[src/rtl/pipe_pkg.sv]
// Shared pipeline types: writeback bundle, skid buffer state encoding, x0 index.
package pipe_pkg;

    localparam int XLEN_DEF    = 32;
    localparam int RADDR_W_DEF = 5;

    // The EX->MEM writeback bundle at the default widths.
    typedef struct packed {
        logic [RADDR_W_DEF-1:0] rd_addr;
        logic [XLEN_DEF-1:0]    rd;
        logic                   writeback_en;
        logic                   writeback_from_mem;
    } wb_bundle_t;

    typedef enum logic [1:0] {
        EMPTY = 2'd0,
        ONE   = 2'd1,
        FULL  = 2'd2
    } skid_state_t;

    // Architectural zero register; writes to it are squashed.
    localparam int REG_ZERO = 0;

endpackage

[src/rtl/ex_m_skid_reg_skid_buffer.sv]
// Generic payload-width valid/ready buffer with synchronous flush.
// SKID_EN = 1: two entries, in_ready decoded from the state register only,
// so downstream back-pressure never reaches the upstream combinationally.
// SKID_EN = 0: one entry, in_ready = out_ready || !out_valid.
module skid_buffer
    import pipe_pkg::*;
#(
    parameter int W       = 8,
    parameter bit SKID_EN = 1'b1
) (
    input  logic         clk,
    input  logic         rst,
    input  logic         flush,
    input  logic         in_valid,
    output logic         in_ready,
    input  logic [W-1:0] in_data,
    output logic         out_valid,
    input  logic         out_ready,
    output logic [W-1:0] out_data
);

    skid_state_t  state_q, state_d;
    logic [W-1:0] out_data_q, out_data_d;
    logic [W-1:0] skid_data_q, skid_data_d;
    logic         accept;
    logic         consume;

    assign out_valid = (state_q != EMPTY);
    assign out_data  = out_data_q;

    generate
        if (SKID_EN) begin : g_skid
            assign in_ready = (state_q != FULL);
        end else begin : g_single
            assign in_ready = out_ready || !out_valid;
        end
    endgenerate

    assign accept  = in_valid && in_ready;
    assign consume = out_valid && out_ready;

    // Next-state and entry updates; flush empties the buffer and drops any incoming bundle.
    always_comb begin
        // NOTE: every variable gets its hold value first so no path leaves it unassigned (no latch).
        state_d     = state_q;
        out_data_d  = out_data_q;
        skid_data_d = skid_data_q;
        if (flush) begin
            state_d = EMPTY;
        end else begin
            case (state_q)
                EMPTY: begin
                    if (accept) begin
                        state_d    = ONE;
                        out_data_d = in_data;
                    end
                end
                ONE: begin
                    if (accept && consume) begin
                        out_data_d = in_data;
                    end else if (accept && SKID_EN) begin
                        state_d     = FULL;
                        skid_data_d = in_data;
                    end else if (consume) begin
                        state_d = EMPTY;
                    end
                end
                FULL: begin
                    if (consume) begin
                        state_d     = ONE;
                        out_data_d  = skid_data_q;
                        skid_data_d = '0;
                    end
                end
                default: state_d = EMPTY;
            endcase
        end
    end

    // State and entry registers with synchronous active-low reset.
    always_ff @(posedge clk) begin
        // NOTE: the data entries are reset too, because the outputs must read zero after reset.
        if (!rst) begin
            state_q     <= EMPTY;
            out_data_q  <= '0;
            skid_data_q <= '0;
        end else begin
            // NOTE: non-blocking assignments so every flop samples pre-edge values.
            state_q     <= state_d;
            out_data_q  <= out_data_d;
            skid_data_q <= skid_data_d;
        end
    end

endmodule

[src/rtl/ex_m_skid_reg.sv]
// EX->MEM pipeline register: skid-buffered writeback bundle with flush,
// x0 write squashing and a saturating stall counter.
module ex_m_skid_reg
    import pipe_pkg::*;
#(
    parameter int XLEN        = 32,
    parameter int RADDR_W     = 5,
    parameter bit SKID_EN     = 1'b1,
    parameter int STALL_CNT_W = 16
) (
    input  logic                   clk,
    input  logic                   rst,
    input  logic                   flush,
    input  logic                   in_valid,
    output logic                   in_ready,
    input  logic [RADDR_W-1:0]     rd_addr_in,
    input  logic [XLEN-1:0]        rd_in,
    input  logic                   writeback_en_in,
    input  logic                   writeback_from_mem_in,
    output logic                   out_valid,
    input  logic                   out_ready,
    output logic [RADDR_W-1:0]     rd_addr_out,
    output logic [XLEN-1:0]        rd_out,
    output logic                   writeback_en_out,
    output logic                   writeback_from_mem_out,
    output logic [STALL_CNT_W-1:0] stall_cnt
);

    localparam int PAYLOAD_W = RADDR_W + XLEN + 2;
    localparam logic [STALL_CNT_W-1:0] STALL_MAX = {STALL_CNT_W{1'b1}};

    logic                   wb_en_squashed;
    logic [PAYLOAD_W-1:0]   payload_in;
    logic [PAYLOAD_W-1:0]   payload_out;
    logic                   wb_en_stored;
    logic [STALL_CNT_W-1:0] stall_cnt_q, stall_cnt_d;

    // A write to x0 is architecturally a no-op, so drop its enable on entry.
    assign wb_en_squashed = writeback_en_in && (rd_addr_in != RADDR_W'(REG_ZERO));
    assign payload_in     = {rd_addr_in, rd_in, wb_en_squashed, writeback_from_mem_in};

    skid_buffer #(
        .W       (PAYLOAD_W),
        .SKID_EN (SKID_EN)
    ) u_skid (
        .clk       (clk),
        .rst       (rst),
        .flush     (flush),
        .in_valid  (in_valid),
        .in_ready  (in_ready),
        .in_data   (payload_in),
        .out_valid (out_valid),
        .out_ready (out_ready),
        .out_data  (payload_out)
    );

    assign {rd_addr_out, rd_out, wb_en_stored, writeback_from_mem_out} = payload_out;
    // A bubble never writes, even when stale data remains after a flush.
    assign writeback_en_out = out_valid && wb_en_stored;
    assign stall_cnt        = stall_cnt_q;

    // Count cycles where EX is blocked, saturating at all-ones.
    always_comb begin
        stall_cnt_d = stall_cnt_q;
        if (in_valid && !in_ready && !flush && (stall_cnt_q != STALL_MAX)) begin
            stall_cnt_d = stall_cnt_q + 1'b1;
        end
    end

    // Stall counter register, cleared only by reset.
    always_ff @(posedge clk) begin
        if (!rst) begin
            stall_cnt_q <= '0;
        end else begin
            stall_cnt_q <= stall_cnt_d;
        end
    end

endmodule

[config.mk]
export PLATFORM = sky130hd
export DESIGN_NAME = ex_m_skid_reg
export DESIGN_NICKNAME = d
export VERILOG_FILES = /design/src/rtl/pipe_pkg.sv /design/src/rtl/ex_m_skid_reg_skid_buffer.sv /design/src/rtl/ex_m_skid_reg.sv
export SDC_FILE = /design/constraint.sdc
export NUM_CORES = 1
export LEC_CHECK = 0
export ABC_AREA = 1
export CAP_MARGIN = 20
export CORE_ASPECT_RATIO = 0.5
export CORE_UTILIZATION = 55
export DETAILED_ROUTE_END_ITERATION = 7
export GPL_TIMING_DRIVEN = 1
export PLACE_DENSITY = 0.95
export SETUP_SLACK_MARGIN = 0.02
export SLEW_MARGIN = 10
export SYNTH_ARGS = -nofsm -noshare
export SYNTH_HDL_FRONTEND = slang
export SYNTH_SLANG_ARGS = --single-unit
export TNS_END_PERCENT = 10
[constraint.sdc]
create_clock -name clk -period 3.34 [get_ports clk]
set_input_delay 0.668 -clock clk [delete_from_list [all_inputs] [get_ports clk]]
set_output_delay 0.668 -clock clk [all_outputs]
set_load 0.05 [all_outputs]
# Yosys cells after proc, flatten, opt, wreduce, memory -nomap -nowiden
# Cells that the tools add are included.
# word_totals
n_memories	0
latch_bits	0
in_bits	44
ram_bits	0
mem_bits_ro	0
reg_bits	96
# op_classes
n_lt_le_gt_ge	0
n_addsub	1
n_bitwise	2
n_div	0
n_mux	13
n_eq_ne	10
multipliers	0
n_shift	0
reduce_logical	19
# ops
operator	n
two-way mux 39 bit	5
one-hot mux 39 bit (3 select lines)	1
one-hot mux 39 bit (2 select lines)	1
adder 16 x 1 -> 16 bit, second input constant	1
!= test 16 bit, second input constant	1
two-way mux 2 bit	5
AND reduction 5 bit	2
logical AND 1 bit	8
!= test 2 x 1 -> 1 bit, second input constant	4
one-hot mux 2 bit (3 select lines)	1
nonzero test 5 bit	1
!= test 2 bit, second input constant	2
AND reduction 4 bit	1
nonzero test 2 bit	2
!= test 3 x 1 -> 1 bit, second input constant	1
nonzero test 3 bit	1
equality test 2 x 1 -> 1 bit, second input constant	1
equality test 2 bit, second input constant	1
logical NOT 1 bit	2
logical NOT 2 bit	1
inverter 1 bit	2
OR reduction 2 bit	1

# Longest topological paths before layout
# depth
ltp_word	6
mapped_depth	13
mapped_depth_nobuf	12

# Hierarchy
# From an unflattened synthesis, not the netlist that was laid out.
# unflattened
hier_cells	728
area_unflattened_um2	4757.1
# by_module_without_submodules
module	area_each_um2	seq_area_each_um2	cells_per_inst	instances
skid_buffer	3737.3	1601.5	570	1
ex_m_skid_reg	1019.7	320.3	158	1

# Worst setup path after synthesis
# OpenSTA, ideal clock, no wires.
# synth_timing
path_type	reg-to-output
start	reg u_skid.state_q[0]
end	out in_ready
setup_slack_ns	1.243
arrival_time_ns	1.429
stages_incl_launch_ff	6
cell_sequence	dfxtp_1 > inv_1 > ha_1 > buf_6 > inv_4 > clkbuf_1
# synth_between
elab_chain_len	1
# synth_lines
element	line_no	rtl
start: declaration	ex_m_skid_reg_skid_buffer.sv:22	skid_state_t state_q, state_d;
start signal: assignment	ex_m_skid_reg_skid_buffer.sv:89	state_q <= state_d;
!= test 2 bit	ex_m_skid_reg_skid_buffer.sv:33	assign in_ready = (state_q != FULL);
end: declaration	ex_m_skid_reg.sv:15	output logic in_ready,
# Every way passes these cells.

# Worst setup path in the final report
# Same ends and word-level chain as after synthesis.

==> impl_results.md <==
- Finished Core Util: 69.4%
- Die footprint: 9860 sq um
- Cell count after synthesis: 772
- Top_reg_cell synth: dfxtp_1
- Pleak: 0.00255 uW
- Vias in the first global route: 4352
- Max-slew violation count: 0
- Clk Latency, worst-skew pair: 350 ps
- DRC viols: 0
- R2r worst-path depth: 10
- Sink Count: 96
- CTS Buf Count: 9
- Final period util: 84.0%
- Net Switching: 1010 uW
- Area grow syn2layout: 19.3%
- DR vias/cell: 5.22
- Fraction of registers with async set or reset after synthesis: 0%
- Final setup vio count: 0
- Hold Path End: u_skid.skid_data_q[9]$_SDFFE_PN0P_
- Longest Clk Path Bufs: 2
- Wire length per cell: 13.2 um
- Starting DRT DRC Count: 459
- Total gr overflow: 0
- RSZ-0062 raised after global routing: false
- Die X: 139 um
- # IOs: 101
- Total negative setup slack: 0 ps
- Share of cells above drive strength 1: 7.59%
- Clock slew at the register clock pins of the worst setup and hold paths: 60 ps
- Kind of critical path: flip-flop to output pin
- Post-synth cell types: 31
- Seq pwr share: 39.7%
- Data required time at the worst endpoint: 2670 ps
- Fin crit period: 2810 ps
- Slew @ Worst Pin: 749 ps
- Net Count, Synth: 823
- Number of port buffers: 100
- Combinational Power Share: 24.2%
- Final hold vios: 0
- Slew headroom: 50.1%
- R2r setup slk: 650 ps
- Worst hold stages: 2
- Sequential-to-total area share from yosys stat: 37.0%
- H-tree levels: 3
- Clk root buf: clkbuf_16
- CP Cell Sequence: inv_1 > ha_2 > inv_4 > clkdlybuf4s50_1
- Clock power share: 36.1%
- Cell Pwr Density: 524 nW/um^2
- Initial antenna violation count: 0
- Largest net degree at the start of global routing: 63
- Via count: 4874
- Resized Gates After CTS: 0
- Ys Warns: 0
- Pint: 2230 uW
- End of the worst register-to-register path: u_skid.out_data[14]$_SDFFE_PN0P_
- Fmax achieved: 356 MHz
- Worst hold path class: flip-flop to flip-flop
- Mapped Area: 5190 sq um
- Final net count: 863
- HP Start: u_skid.skid_data_q[9]$_SDFFE_PN0P_
- Antenna Violating Nets Remaining: 0
- WL final: 12300 um
- Status: finished clean
- Peak supply drop: 0.000327 V
- Final GP Congestion: 0.867
- Initial Util: 58.2%
- Worst path max stage delay: 850 ps
- Diode count: 0
- Reg2reg start: u_skid.state_q[0]$_SDFFE_PP0P_
- Highest fanout seen on the critical path: 22
- Crit start category: flip-flop
- Switch share: 31.3%
- TritonRoute pass-1 iters: 5
- DIE HEIGHT: 70.7 um
- GRT Util Overall: 25.2%
- Max-Cap Viols: 0
- Core area: 8920 sq um
- Number of synthesized flops with an enable pin: 0
- Row count: 24
- Clock tree from TritonCTS: done
- Avg Cell Area, Syn: 6.73 sq um
- FF+latch count, synth: 96
- First-pass GRT wire length: 19900 um
- Hold_buf cts: 0
- Final HPWL DP: 8060 um
- Fill count: 736
- Final clock skew: 8.76 ps
- Setup crit end kind: output pin
- Worst EP arrival: 2140 ps
- Worst path slowest cell: clkdlybuf4s50_1
- Post-CTS Setup Repair Bufs: 0
==> cell usage in the layout, fill, tap and decap left out, drive strengths merged <==
cell	synthesis	routed
a21o	1	1
a21oi	85	85
and2	1	1
buf	62	7
bufinv	0	3
clkbuf	16	10
clkdlybuf4s50	0	100
clkinv	1	3
clkinvlp	0	1
dfxtp	96	96
ha	7	7
inv	98	98
nand2	140	140
nand3	55	55
nand3b	2	2
nand4	6	6
nor2	156	156
nor3	1	1
o21ai	43	43
o21bai	1	1
or2	1	1
==> worst max-delay path by stage <==
stage | from | to | cells after the start
3_5_place_dp | in_valid | u_skid.out_data[14]$_SDFFE_PN0P_ | 6
6_report | u_skid.state_q[0]$_SDFFE_PP0P_ | in_ready | 4
3_3_place_gp | in_valid | u_skid.out_data[1]$_SDFFE_PN0P_ | 6
2_1_floorplan | u_skid.state_q[0]$_SDFFE_PP0P_ | in_ready | 5
4_1_cts | u_skid.state_q[0]$_SDFFE_PP0P_ | in_ready | 4
5_1_grt | u_skid.state_q[0]$_SDFFE_PP0P_ | in_ready | 4
==> kinds of logic (layout without fill, tap and decap cells) <==
logic type                 Yosys count  after routing  share of synthesized area [%]
adders and majority gates            7              7                           1.69
AOI/OAI and AO/OA                  130            130                           13.6
and+or+nand+nor                    362            362                           30.2
buffers and inverters              177            222                           17.6
DFF                                 96             96                           37.0
==> critical path: cells and delay by family, from the launching register on <==
family,cells,cell delay (ps)
buffers and inverters,3,1170
flip-flops,1,400
adder cells (fa/ha/maj),1,220
==> routing by layer <==
layer	up-vias	routed length (um)	share of wire (%)	global-route usage, %
met1	2218	5330	43	31.1
met2	198	5960	48	44.3
li1	2439	-	-	-
met4	0	133	1.1	7.90
met5	-	0	0	0
met3	19	895	7.3	5.48
==> sequential cells by signal (all words and copies together) (netlist names) <==
signal	flops
u_skid.state_q	2
u_skid.out_data	39
stall_cnt	16
u_skid.skid_data_q	39
==> power by group through the flow <==
stage	Clock, uW	Combinational, uW	Sequential, uW
2_1_floorplan	0	650	1300
3_3_place_gp	0	760	1310
3_5_place_dp	0	777	1310
4_1_cts	1180	783	1290
5_1_grt	1220	847	1300
6_report	1170	783	1290
==> per-stage QoR <==
stage	setup WS (ps)	cell area, sq um	hold slack (ps)	power (uW)	instances
final	533	6190	465	3240	934
after CTS	531	6190	465	3250	934
after detailed placement	502	5860	455	2090	918
after global placement	555	5860	452	2070	918
after global routing	449	6190	479	3370	934
after floorplan	1240	5190	440	1950	772
==> area by class of cell <==
type                    count  area, sq um  area share (%)
inverters                  99          374            6.04
clock buffers              10          229            3.70
multi-input cells         499         2360            38.1
flip-flops and latches     96         1920            31.0
clock inverters             6          108            1.74
well taps                 117          146            2.36
repair buffers            107         1050            17.0
==> cell usage after synthesis (all sizes together), types with 2 or more instances <==
cell type  instances  area (sq um)
clkbuf            16          60.1
dfxtp             96          1920
inv               98           370
nand3             55           335
a21oi             85           463
nor2             156           608
nand4              6          37.5
buf               62           478
ha                 7          87.6
nand2            140           553
o21ai             43           226
nand3b             2          15.0
(Power assumes the default switching activity.)
